`config.mk`:
```
export PLATFORM = sky130hd
export DESIGN_NAME = register_serial_loader
export DESIGN_NICKNAME = d
export VERILOG_FILES = /design/src/rtl/register_serial_loader.sv
export SDC_FILE = /design/constraint.sdc
export NUM_CORES = 1
export LEC_CHECK = 0
export ABC_AREA = 0
export BUFFER_PORTS_ARGS = -buffer_cell sky130_fd_sc_hd__buf_4
export CAP_MARGIN = 10
export CELL_PAD_IN_SITES_DETAIL_PLACEMENT = 0
export CELL_PAD_IN_SITES_GLOBAL_PLACEMENT = 1
export CORE_MARGIN = 2
export CORE_UTILIZATION = 37
export DETAILED_ROUTE_END_ITERATION = 8
export PLACE_DENSITY_LB_ADDON = 0.1
export SYNTH_ARGS = -nofsm -noshare
export SYNTH_HDL_FRONTEND = slang
export SYNTH_SLANG_ARGS = --single-unit
```
`constraint.sdc`:
```
create_clock -name clk -period 2 [get_ports clk]
set_input_delay 0.2 -clock clk [delete_from_list [all_inputs] [get_ports clk]]
set_output_delay 0.2 -clock clk [all_outputs]
set_load 0.005 [all_outputs]
```
`src/rtl/register_serial_loader.sv`:
```
// register_serial_loader: sequences a parallel word into a shift/load register one bit per clock
module register_serial_loader #(
    parameter int WIDTH      = 8,
    parameter bit MSB_INSERT = 1
) (
    input  logic             clk,
    input  logic             async_nreset,
    input  logic             in_valid,
    output logic             in_ready,
    input  logic [WIDTH-1:0] in_data,
    input  logic             in_clear,
    input  logic             abort,
    output logic [2:0]       ctrl,
    output logic             serial_data_input,
    output logic             busy,
    output logic             done
);
    localparam int         CW   = $clog2(WIDTH);
    localparam logic [2:0] NONE = 3'd0;
    localparam logic [2:0] CLR  = 3'd1;
    localparam logic [2:0] LOAD = MSB_INSERT ? 3'd3 : 3'd4;

    typedef enum logic [1:0] {IDLE, CLEAR, SHIFT, DONE} state_t;

    state_t           state, state_d;
    logic [WIDTH-1:0] data, data_d;
    logic [CW-1:0]    cnt, cnt_d, sel;
    logic             accept;

    assign accept   = state == IDLE && in_valid && !abort;
    assign in_ready = state == IDLE;
    assign busy     = state != IDLE;
    // Outputs are computed from the next state so they line up with the state they belong to.
    assign sel      = MSB_INSERT ? cnt_d : CW'(WIDTH - 1) - cnt_d;

    always_comb begin
        state_d = state;
        data_d  = data;
        cnt_d   = cnt;
        if (abort && state != IDLE)
            state_d = IDLE;
        else
            case (state)
                IDLE:
                    if (accept) begin
                        state_d = in_clear ? CLEAR : SHIFT;
                        data_d  = in_data;
                        cnt_d   = '0;
                    end
                CLEAR: state_d = SHIFT;
                SHIFT:
                    if (cnt == CW'(WIDTH - 1))
                        state_d = DONE;
                    else
                        cnt_d = cnt + 1'b1;
                DONE:  state_d = IDLE;
            endcase
    end

    always_ff @(posedge clk or negedge async_nreset) begin
        if (!async_nreset) begin
            state             <= IDLE;
            data              <= '0;
            cnt               <= '0;
            ctrl              <= NONE;
            serial_data_input <= 1'b0;
            done              <= 1'b0;
        end else begin
            state             <= state_d;
            data              <= data_d;
            cnt               <= cnt_d;
            ctrl              <= state_d == CLEAR ? CLR : state_d == SHIFT ? LOAD : NONE;
            serial_data_input <= state_d == SHIFT && data_d[sel];
            done              <= state_d == DONE;
        end
    end
endmodule

```
==> results.md, run 1 <==
- The flow ran to the end, but the final reports show violations.
- The final reports fail on setup timing.
- The category of the worst setup path capture point is a flip-flop.
- Across the whole layout, storage elements account for 425 µm².
- The signal on the critical path passes through inv_2, ha_4, nand3b_1, buf_12, mux2_4, mux4_2, a22o_1.
- The start of the worst register-to-register path is state[0]$_DFF_PN0_.
- Final hold analysis gives a worst-case slack of 146 ps.
- Wires add up to 1710 µm.
- In the final layout, the share of cells above drive strength 1 is 49.5%.
- Detailed placement finished with a half-perimeter wire length of 1310 µm.
- Registers are responsible for 30.5% of the overall power.
- The final-stage net count is 121.
- Yosys attributes the largest share of cell area to sky130_fd_sc_hd__dfrtp_1, sky130_fd_sc_hd__mux2_4, sky130_fd_sc_hd__ha_1.
- Clock skew on the completed layout was measured at 0.201 ps.
- The floorplan die area is 2790 µm².
- The H-tree level count is 1.
- The core footprint is 2230 µm².
- After synthesis, the largest area contributor takes up 48.3% of total cell area.
- The buffer depth of the longest clock path is 2.
- The hold violation count in the final report is 0.
- The endpoint identified for the worst register-to-register timing path is serial_data_input$_DFF_PN0_.
- The startpoint of the worst hold path is in_data[3].
- The post-placement worst setup slack is -68.8 ps.
- The number of DRC markers in iteration 0 is 7.
- The count of filler cells inserted in the layout is 204.
- The sum of overflow across all layers after global routing is 0.
- Data on the critical path arrives at its endpoint at 2230 ps.
- The number of standard-cell rows in the floorplan is 17.
- The largest single stage delay on the critical path is 460 ps.
- The synthesized design contains 17 register bits.
- The net count after synthesis is 90.
- The synthesis-to-finish area growth is 35.2%.
- The maximum clock rate is 0.488 GHz.
- The via count is 635.
- For the worst flop-to-flop path, the logic depth is 7.
- The netlist uses 25 different library cells.
- The first detailed-routing pass ran for 4 iterations.
- The initial cell density of the core is 39.4%.
- The clock root buffer is sky130_fd_sc_hd__clkbuf_4.
- The maximum fanout along the worst path is 12.
- The cell count after synthesis is 71.
- Summing all multi-input logic gate instances after layout gives 452 µm².
- Once layout is complete, the utilization of the core stands at 53.3%.
- The mean routed wirelength per cell is 13.3 µm.
- The worst path setup slack after routing is -47.7 ps.
- Setup violations remaining at the end of the flow were counted as 1.
- TritonCTS created 3 clock buffers.
- The synthesized area per cell is 12.4 µm².
- The tightest min-delay check is of the in -> reg type.
- The post-layout total power is 1.91 mW.
- Net switching is 35.1% of the power.
- The count of pins over their slew limit was 0.
- Entering global routing, the biggest net connects 18 pins.
- After clock tree synthesis, the clock-pin slew on the worst setup and hold paths is 100 ps.
- Max-cap violations in this run came to 0.
- The worst hold path passes through 2 cells.
- The required time at the endpoint of the critical path is 2190 ps.
- For this design the ratio of total power to cell area is 1600 nW/µm².
- The count of nets left with antenna violations after detail routing is 0.
- The clock sink total is 17.
- The TritonCTS clock tree is built.
- The fraction of power consumed by the clock network is 9.6%.
- In this run the register-to-register setup slack is -50 ps.
- The insertion delay of the later-clocked pin in the worst-skew pair is 290 ps.
- The die is 52.8 µm wide.
- The number of warnings printed during yosys synthesis is 0.
- Across the VDD grid, the largest voltage drop is 0.000902 V.
- The largest individual stage delay along the critical path comes from the cell sky130_fd_sc_hd__mux4_2.
- Using the TritonRoute via totals, the vias-per-cell ratio works out to 4.92.
- After synthesis the cells add up to 881 µm².
- The cell type contributing the most total cell area after synthesis is sky130_fd_sc_hd__dfrtp_1.
- The via count of the first global-routing pass is 619.
- Summing the sequential cell areas from Yosys gives 48.3% of the chip area.
- The critical path is of the reg -> reg type.
- The portion of total power attributed to combinational logic is 59.9%.
- The portion of the clock cycle consumed by the worst path in the final layout is 102%.
- Setup repair after global routing could not meet its margin everywhere.
- The die is 52.8 µm tall.
- The weighted congestion reported at the end of routability-driven placement is 0.696.
- The net switching power is 670 µW.
- The number of antenna violations at the first check in global routing was 0.
- 20 I/O pins were placed.
- In the routed design, unresolved DRC markers number 0.
- The endpoint of the worst hold path is data[3]$_DFF_PN0_.
- The repair_antennas step left the layout with diodes totalling 0.
- STA classifies the critical path startpoint as a flip-flop.
- The wire length of the first global-routing pass is 2780 µm.
- The leakage power is 0.595 nW.
- The clock period minus final worst setup slack is 2050 ps.
- The global routing usage summed across all routing layers is 14.1%.
- Cell internal power was estimated by the tool at 1.24 mW.
- The number of I/O port buffers is 18.
-- logic make-up after synthesis --
family / share of synthesized area [%]
AOI/OAI and AO/OA: 9.38
adders and majority gates: 8.52
buffers and inverters: 5.11
DFF: 48.3
muxes: 19.0
other: 0.426
and+or+nand+nor: 9.23
-- sequential cells by signal, summed over array words and instances (netlist names) --
signal             flops
data                   8
cnt                    3
ctrl                   2
state                  2
done                   1
serial_data_input      1
-- layout make-up --
cell class,count,area share (%)
Sequential cell,17,35.7
Multi-Input combinational cell,45,37.9
Clock inverter,1,0.420
Tap cell,28,2.94
Timing Repair Buffer,28,18.9
Clock buffer,3,1.89
Inverter,7,2.21
-- critical path: cells and delay by family, from the launching register on --
family / cells / cell delay (ps)
buf+inv: 2 / 280
flops: 1 / 400
compound gates: 1 / 220
simple gates: 1 / 120
fa+ha+maj: 1 / 160
mux: 2 / 760
-- power groups by stage --
stage          combinational [mW]  sequential (mW)  clock [mW]
6_report                     1.14            0.582       0.184
5_1_grt                      1.25            0.600       0.214
4_1_cts                      1.13            0.583       0.196
3_5_place_dp                 1.11            0.589           0
3_3_place_gp                 1.09            0.588           0
2_1_floorplan               0.732            0.582           0
-- per-layer routing --
layer | track usage, % | share of wire, % | vias up
met2 | 22.3 | 49 | 10
met3 | 4.29 | 3.5 | 0
li1 | - | - | 308
met4 | 3.85 | 0 | 0
met1 | 18.7 | 48 | 317
met5 | 0 | 0 | -
-- cell usage after synthesis --
cell type                   n
sky130_fd_sc_hd__dfrtp_1   17
sky130_fd_sc_hd__inv_1      7
sky130_fd_sc_hd__ha_1       6
sky130_fd_sc_hd__mux2_4     6
sky130_fd_sc_hd__and2_1     4
sky130_fd_sc_hd__nand2_1    4
sky130_fd_sc_hd__a21oi_1    3
sky130_fd_sc_hd__mux2_2     2
sky130_fd_sc_hd__mux4_2     2
sky130_fd_sc_hd__nand3b_1   2
sky130_fd_sc_hd__nor2_1     2
sky130_fd_sc_hd__o21ai_0    2
sky130_fd_sc_hd__o21ai_1    2
sky130_fd_sc_hd__a221oi_1   1
sky130_fd_sc_hd__a22o_1     1
sky130_fd_sc_hd__a31oi_1    1
sky130_fd_sc_hd__and3_1     1
sky130_fd_sc_hd__buf_4      1
sky130_fd_sc_hd__buf_6      1
sky130_fd_sc_hd__conb_1     1
sky130_fd_sc_hd__mux2i_1    1
sky130_fd_sc_hd__nand2b_1   1
sky130_fd_sc_hd__nand4_1    1
sky130_fd_sc_hd__o311ai_2   1
sky130_fd_sc_hd__o31ai_1    1
-- worst max path at each step --
| stage | startpoint | endpoint | slack [ps] | cells past startpoint |
|---|---|---|---|---|
| after floorplan | state[1]$_DFF_PN0_ | serial_data_input$_DFF_PN0_ | 3 | 7 |
| after global placement | state[0]$_DFF_PN0_ | serial_data_input$_DFF_PN0_ | -40 | 6 |
| after detailed placement | state[0]$_DFF_PN0_ | serial_data_input$_DFF_PN0_ | -70 | 6 |
| after CTS | state[1]$_DFF_PN0_ | serial_data_input$_DFF_PN0_ | -50 | 7 |
| after global routing | state[1]$_DFF_PN0_ | serial_data_input$_DFF_PN0_ | -130 | 7 |
| final | state[0]$_DFF_PN0_ | serial_data_input$_DFF_PN0_ | -50 | 7 |
-- stage by stage --
stage          TNS (ps)  instance area, µm²  std cells
6_report          -47.7                1190        129
3_5_place_dp      -68.8                1130        122
5_1_grt            -132                1190        129
2_1_floorplan         0                 917         71
3_3_place_gp      -36.3                1130        122
4_1_cts           -49.8                1180        127
-- repair_timing --
action | CTS | global route
gates resized for setup | 3 | 0
endpoints found under the setup margin | 1 | 1
setup buffers | 0 | 2
hold buffers | 1 | 0
endpoints found under the hold margin | 17 | 0
-- layout by cell type (no fill, tap or decap), types with 2 or more instances in the layout --
cell,Yosys,routed
sky130_fd_sc_hd__inv_2,0,3
sky130_fd_sc_hd__buf_4,1,26
sky130_fd_sc_hd__dfrtp_1,17,17
sky130_fd_sc_hd__ha_1,6,4
sky130_fd_sc_hd__nand3b_1,2,2
sky130_fd_sc_hd__mux4_2,2,2
sky130_fd_sc_hd__nand2_1,4,3
sky130_fd_sc_hd__o21ai_0,2,2
sky130_fd_sc_hd__a21oi_1,3,3
sky130_fd_sc_hd__mux2_2,2,2
sky130_fd_sc_hd__o21ai_1,2,2
sky130_fd_sc_hd__inv_1,7,4
sky130_fd_sc_hd__mux2_4,6,6
sky130_fd_sc_hd__nor2_1,2,2
sky130_fd_sc_hd__and2_1,4,4
sky130_fd_sc_hd__clkbuf_4,0,3
No activity file was read; power rests on OpenSTA's default activity.
==> inputs of run 2 (changes only) <==
--- a/config.mk
+++ b/config.mk
@@ -14,6 +14,7 @@
 export CORE_UTILIZATION = 37
 export DETAILED_ROUTE_END_ITERATION = 8
 export PLACE_DENSITY_LB_ADDON = 0.1
+export REMOVE_ABC_BUFFERS = 1
 export SYNTH_ARGS = -nofsm -noshare
 export SYNTH_HDL_FRONTEND = slang
 export SYNTH_SLANG_ARGS = --single-unit
==> run 2 against run 1 <==
Effect of this change: the flow still finishes with violations (setup timing); maximum frequency about the same; sequential power about the same; die area unchanged; cell area up 4.0%; register-to-register slack about the same; sequential share of layout area down 1.4 points; wire length up 2.4%.
==> results.md, run 2 (synthesis results as in run 1) <==
- The via count is 638 (+0.47%).
- The hold violation count in the final report came to 0 (unchanged).
- The start of the worst register-to-register path is state[1]$_DFF_PN0_.
- The global routing usage summed across all routing layers is 16.0% (+1.9 points).
- Leaving out fill and tap cells, the most frequent cells in the layout are sky130_fd_sc_hd__buf_4, sky130_fd_sc_hd__dfrtp_1, sky130_fd_sc_hd__mux2_4.
- The final-stage net count is 125 (+3.3%).
- The HPWL reported at the end of detailed placement is 1300 µm (-0.71%).
- The horizontal die dimension is 52.8 µm (unchanged).
- The arrival time of data at the critical path endpoint is 2230 ps (about the same).
- The number of detailed-route iterations in the first pass is 4 (unchanged).
- Among cell families on the critical path, the largest total delay comes from multiplexers.
- The total of endpoints with negative setup slack in the final report was 1 (unchanged).
- The number of I/O port buffers is 18 (unchanged).
- From synthesis to final layout, the design area changed by 40.6%.
- The mean routed wirelength per cell is 13.2 µm (-0.69%).
- The count of unresolved DRC violations after routing is 0 (unchanged).
- The number of antenna cells inserted is 0 (unchanged).
- The number of standard-cell rows in the floorplan is 17 (unchanged).
- The maximum fanout along the worst path was 3 (-9).
- The TritonCTS clock tree is built.
- The min-delay analysis places its worst path in the category in -> reg.
- Leaving out fill and tap cells, the most frequent cell in the layout is sky130_fd_sc_hd__buf_4.
- The met2 track demand over resource in global routing is 26.0% (+3.8 points).
- The clock input transition at the sequential cells of the worst setup and hold paths is 100 ps (about the same).
- The required time at the endpoint of the critical path is 2180 ps (about the same).
- The category of the worst setup path capture point is a flip-flop.
- The portion of the clock cycle consumed by the worst path in the final layout is 102% (about the same).
- The power density over the cells is 1640 nW/µm² (+2.3%).
- Clock tree synthesis selected as its root buffer the cell sky130_fd_sc_hd__clkbuf_4.
- The core footprint came to 2230 µm² (unchanged).
- The global routing usage on met1 was 21.1% (+2.4 points).
- The I/O pin total came to 20 (unchanged).
- The setup TNS was -47.1 ps (+0.572 ps).
- The clock sink total was 17 (unchanged).
- The slowest cell on the critical path is sky130_fd_sc_hd__mux4_2.
- The number of vias per cell is 4.80 (-2.5%).
- The number of setup buffers added after CTS came to 0 (unchanged).
- The floorplan die area is 2790 µm² (unchanged).
- The via count of the first global-routing pass is 682 (+10%).
- The largest registers in the layout are data: 8 flops, cnt: 3 flops.
- The pin count of the biggest net entering global routing is 18 (unchanged).
- The weighted congestion reported at the end of routability-driven placement is 0.784 (+13%).
- The critical path goes through inv_2, ha_4, buf_6, mux2i_4, o21ai_2, o311ai_4, mux4_2, a22o_1.
- The run finished, with violations left.
- The number of buffers created by CTS is 3 (unchanged).
- The fraction of final layout cells sized beyond drive strength 1 is 52.4% (+2.9 points).
- The leakage power came to 0.610 nW (+2.5%).
- The flip-flop count of the largest register, all copies and words added is 8 (unchanged).
- The sum of overflow across all layers after global routing came to 0 (unchanged).
- The wire length of the first global-routing pass is 3090 µm (+11%).
- The H-tree level count is 1 (unchanged).
- The insertion delay of the later-clocked pin in the worst-skew pair is 280 ps (about the same).
- The startpoint identified for the worst hold timing path is in_data[4].
- The number of antenna violations at the first check in global routing is 0 (unchanged).
- The buffer depth of the longest clock path is 2 (unchanged).
- The endpoint of the worst setup timing path is serial_data_input$_DFF_PN0_.
- The count of nets left with antenna violations after detail routing is 0 (unchanged).
- The worst reg-to-reg setup slack is -50 ps (about the same).
- The total stage count of the critical path is 8 (+1).
- The register with the most flip-flops is data.
- The flip-flop and latch area came to 425 µm² (unchanged).
- The initial cell density of the core is 39.4% (unchanged).
- The critical path in this run is classified as reg -> reg.
- The die height came to 52.8 µm (unchanged).
- The highest cell delay on the worst timing path is 540 ps (+80 ps).
- The number of max-cap violations is 0 (unchanged).
- The worst setup skew after layout was 1.89 ps (+1.69 ps).
- The endpoint identified for the worst register-to-register timing path is serial_data_input$_DFF_PN0_.
- The number of cells on the worst reg-to-reg path is 8 (+1).
- The layer with the highest usage is met2.
- The most critical setup path has its startpoint at state[1]$_DFF_PN0_.
- The maximum clock rate was 0.488 GHz (about the same).
- The checks that failed: setup timing.
- The count of pins over their slew limit is 0 (unchanged).
- The total wirelength of the detailed-routed design is 1760 µm (+2.4%).
- The area taken by multi-input logic gates came to 465 µm² (+3.0%).
- The nature of the critical path startpoint is a flip-flop.
- Setup repair after global routing could not meet its margin everywhere.
- The tightest hold margin is 148 ps (+1.94 ps).
- The count of filler cells inserted in the layout was 212 (+3.9%).
- The clock period minus final worst setup slack is 2050 ps (-0.572 ps).
- The fraction of met3 tracks used by global routing is 4.29% (unchanged).
- The worst path setup slack after routing was -47.1 ps (+0.572 ps).
- The number of DRC markers in iteration 0 is 10 (+3).
- The worst path buffer plus inverter count is 2 (unchanged).
- The maximum resistive drop on vdd is 0.000848 V (-6.0%).
-- run 2: where the power goes --
group	internal [mW]	switching (mW)
clock network	0.0742	0.111
logic	0.734	0.526
registers	0.509	0.0746
total	1.32	0.711
-- run 2: metrics by stage --
step	instance area, µm²	setup slack [ps]	cells	total power, mW	utilization, %
2_1_floorplan	862	-303	69	1.22	-
3_3_place_gp	1140	-102	128	1.68	51.1
3_5_place_dp	1140	-123	128	1.71	51.1
4_1_cts	1220	-48.6	133	2.00	54.7
5_1_grt	1240	-133	133	2.22	55.5
6_report	1240	-47.1	133	2.03	55.5
-- run 2: timing repair --
action	in CTS	in global routing
gates resized for setup	10	3
hold endpoints to repair	17	0
pin swaps	3	0
setup endpoints to repair	1	1
hold buffers	1	0
-- run 2: how the worst min path moves through the flow --
| stage | endpoint | slack [ps] | cells after the start |
|---|---|---|---|
| floorplan | cnt[0]$_DFF_PN0_ | -100 | 0 |
| global placement | cnt[1]$_DFF_PN0_ | 80 | 1 |
| detailed placement | state[1]$_DFF_PN0_ | 80 | 1 |
| CTS | data[4]$_DFF_PN0_ | 140 | 2 |
| global route | data[4]$_DFF_PN0_ | 130 | 2 |
| finish | data[4]$_DFF_PN0_ | 150 | 2 |
-- run 2: worst reg2reg max path, delay by kind of cell, from the launching register on --
| kind | cells | cell delay, ps |
|---|---|---|
| buffers and inverters | 2 | 200 |
| multiplexers | 2 | 780 |
| AO/OA/AOI/OAI | 3 | 400 |
| adder cells (fa/ha/maj) | 1 | 140 |
| flip-flops | 1 | 420 |
-- run 2: metal layers --
layer / share of wire (%) / vias to the layer above
met5: 0 / -
met4: 0.74 / 0
met3: 3.0 / 2
met2: 48 / 10
met1: 48 / 312
li1: - / 314
-- run 2: area by class of cell --
type	count	share of cell area, %
repair buffers	32	20.9
clock inverters	1	0.404
well taps	28	2.83
clock buffers	3	1.82
inverters	7	2.12
multi-input cells	45	37.6
flip-flops and latches	17	34.3
==> inputs of run 3 (changes only) <==
--- a/config.mk
+++ b/config.mk
@@ -11,8 +11,9 @@
 export CELL_PAD_IN_SITES_DETAIL_PLACEMENT = 0
 export CELL_PAD_IN_SITES_GLOBAL_PLACEMENT = 1
 export CORE_MARGIN = 2
-export CORE_UTILIZATION = 37
+export CORE_UTILIZATION = 25
 export DETAILED_ROUTE_END_ITERATION = 8
+export GPL_TIMING_DRIVEN = 0
 export PLACE_DENSITY_LB_ADDON = 0.1
 export REMOVE_ABC_BUFFERS = 1
 export SYNTH_ARGS = -nofsm -noshare
==> run 3 against run 2 <==
Effect of this change: the flow still finishes with violations (setup timing); cell count grew 11%; global-route usage shrank 5.7 points; clock skew grew 1.3 ps; cell area grew 0.10%; critical endpoint unchanged; highest routed layer unchanged.
==> results.md, run 3 (synthesis results as in run 1) <==
- The run finished, with violations left.
- The checks that failed: setup timing.
- The critical path launch point is state[0]$_DFF_PN0_.
- The final-stage net count is 122 (-2.4%).
- The via count is 636 (-0.31%).
- The worst setup path is captured at a flip-flop.
- The final design utilization is 36.9% (-19 points).
- The count of filler cells inserted in the layout is 358 (+69%).
- The part of the power in registers came to 30.0% (+1.2 points).
- More flip-flops sit in one register than any other, and that register is data.
- The worst path buffer plus inverter count came to 2 (unchanged).
- The layer with the highest usage is met2.
- The worst path setup slack after routing is -87.6 ps (-40.5 ps).
- The critical setup path kind is reg -> reg.
- The number of antenna cells inserted is 0 (unchanged).
- The number of I/O port buffers is 18 (unchanged).
- The met2 track demand over resource in global routing is 15.3% (-11 points).
- The clock input transition at the sequential cells of the worst setup and hold paths was 100 ps (about the same).
- The number of vias per cell is 4.30 (-10%).
- The number of DRC markers in iteration 0 is 3 (-7).
- The library cells used most frequently in the layout, excluding fill and tap cells, are sky130_fd_sc_hd__buf_4, sky130_fd_sc_hd__dfrtp_1, sky130_fd_sc_hd__mux2_4.
- The required time at the endpoint of the critical path came to 2190 ps (about the same).
- The slowest cell on the critical path is sky130_fd_sc_hd__mux4_2.
- The net switching power is 693 µW (-2.5%).
- The floorplan die area is 4010 µm² (+44%).
- The endpoint of the worst setup timing path is serial_data_input$_DFF_PN0_.
- The initial cell density of the core is 26.2% (-13 points).
- The buffer depth of the longest clock path is 2 (unchanged).
- The die height is 63.4 µm (+20%).
- The internal power of the cells is 1.25 mW (-5.4%).
- The leading cell type in the layout, fill and taps excluded is sky130_fd_sc_hd__buf_4.
- The switching portion of total power came to 35.7% (+0.69 points).
- Setup repair after global routing could not meet its margin everywhere.
- The H-tree level count is 1 (unchanged).
- The number of antenna violations at the first check in global routing is 0 (unchanged).
- The highest cell delay on the worst timing path is 460 ps (-80 ps).
- The total wirelength of the detailed-routed design was 1910 µm (+8.8%).
- The maximum fanout along the worst path came to 6 (+3).
- The via count of the first global-routing pass was 658 (-3.5%).
- The tree is rooted in a sky130_fd_sc_hd__clkbuf_4.
- The area taken by multi-input logic gates is 475 µm² (+2.2%).
- In the final layout, the registers with the most flip-flops are data: 8 flops, cnt: 3 flops.
- The number of buffers created by CTS was 3 (unchanged).
- The total of endpoints with negative setup slack in the final report came to 1 (unchanged).
- The maximum resistive drop on vdd is 0.000503 V (-41%).
- The global routing usage summed across all routing layers came to 10.3% (-5.7 points).
- The number of standard-cell rows in the floorplan was 21 (+4).
- The count of pins over their slew limit is 0 (unchanged).
- The critical path goes through inv_2, ha_4, nand3b_1, buf_6, mux2_4, mux4_2, a22o_1.
- The count of nets left with antenna violations after detail routing is 0 (unchanged).
- The sum of overflow across all layers after global routing is 0 (unchanged).
- The post-placement worst setup slack is -747 ps (-623 ps).
- The pin count of the biggest net entering global routing is 18 (unchanged).
- The insertion delay of the later-clocked pin in the worst-skew pair is 290 ps (about the same).
- The worst setup skew after layout came to 3.20 ps (+1.31 ps).
- The hold violation count in the final report is 0 (unchanged).
- Compared with the post-synthesis result, the final layout area differs by 40.8%.
- The maximum clock rate came to 0.479 GHz (-1.9%).
- The fraction of power consumed by the clock network is 9.6% (+0.5 points).
- The number of max-cap violations came to 0 (unchanged).
- In this run the critical register-to-register path is captured at serial_data_input$_DFF_PN0_.
- The TritonCTS clock tree is built.
- The worst reg-to-reg setup slack is -90 ps (-40 ps).
- The family with the most delay on the worst path is multiplexers.
- The portion of total power attributed to combinational logic is 60.4% (-1.7 points).
- The weighted congestion reported at the end of routability-driven placement is 0.709 (-9.6%).
- The total stage count of the critical path was 7 (-1).
- The horizontal die dimension is 63.4 µm (+20%).
- The portion of the clock cycle consumed by the worst path in the final layout came to 104% (+2.0 points).
- The flip-flop and latch area came to 425 µm² (unchanged).
- The arrival time of data at the critical path endpoint was 2280 ps (+50 ps).
- The number of detailed-route iterations in the first pass is 2 (-2).
- The mean routed wirelength per cell is 12.9 µm (-2.2%).
- The I/O pin total was 20 (unchanged).
- The wire length of the first global-routing pass is 3140 µm (+1.6%).
- The flip-flop count of the largest register, all copies and words added was 8 (unchanged).
- The core footprint is 3360 µm² (+51%).
- The nature of the critical path startpoint is a flip-flop.
- The number of cells on the worst reg-to-reg path is 7 (-1).
- The HPWL reported at the end of detailed placement is 1210 µm (-6.7%).
- The clock period minus final worst setup slack is 2090 ps (+40.5 ps).
- The global routing usage on met1 is 14.5% (-6.6 points).
- The fraction of final layout cells sized beyond drive strength 1 is 52.0% (-0.42 points).
- The clock sink total was 17 (unchanged).
- The count of unresolved DRC violations after routing is 0 (unchanged).
- The fraction of met3 tracks used by global routing is 2.14% (-2.1 points).
- The leakage power was 0.599 nW (-1.7%).
- The path class of the tightest hold or removal check is in -> reg.
- The worst register-to-register path begins at state[0]$_DFF_PN0_.
- The power density over the cells was 1560 nW/µm² (-4.5%).
==> run 3: final cells by class <==
cell class	count	area share, %
Tap cell	46	4.64
Multi-Input combinational cell	45	38.3
Inverter	7	2.12
Sequential cell	17	34.3
Clock inverter	1	0.404
Timing Repair Buffer	29	18.4
Clock buffer	3	1.82
==> run 3: repair_timing <==
action	CTS	global route
gates cloned	0	1
resized for setup	14	5
buffers inserted	7	2
pin swaps	4	2
hold buffers	1	0
hold endpoints to repair	17	0
endpoints found under the setup margin	7	1
==> run 3: power by group through the flow <==
stage | sequential (mW) | combinational, mW | clock (mW)
after CTS | 0.582 | 1.13 | 0.196
after floorplan | 0.574 | 0.647 | 0
after global placement | 0.588 | 0.900 | 0
final | 0.583 | 1.17 | 0.186
after global routing | 0.604 | 1.32 | 0.211
after detailed placement | 0.587 | 0.902 | 0
==> run 3: how the worst min path moves through the flow <==
stage | startpoint | endpoint | cells past startpoint
CTS | in_data[0] | data[0]$_DFF_PN0_ | 2
detailed placement | async_nreset | cnt[1]$_DFF_PN0_ | 1
finish | in_data[0] | data[0]$_DFF_PN0_ | 2
global route | in_data[0] | data[0]$_DFF_PN0_ | 2
floorplan | async_nreset | cnt[0]$_DFF_PN0_ | 0
global placement | async_nreset | cnt[1]$_DFF_PN0_ | 1
==> run 3: routing by layer <==
layer / vias up / wire length [µm]
li1: 310 / -
met1: 314 / 932
met2: 10 / 904
met3: 2 / 59
met4: 0 / 12
met5: - / 0
==> run 3: metrics by stage <==
stage                     std cells  setup TNS (ps)  total power, mW  cell area, µm²  hold WS [ps]
after floorplan                  69            -303             1.22             862         -95.6
after global placement          133           -2280             1.49            1050          79.0
after detailed placement        133           -2070             1.49            1050          82.9
after CTS                       145           -65.9             1.91            1210           133
after global routing            148            -171             2.14            1240           126
final                           148           -87.6             1.94            1240           147
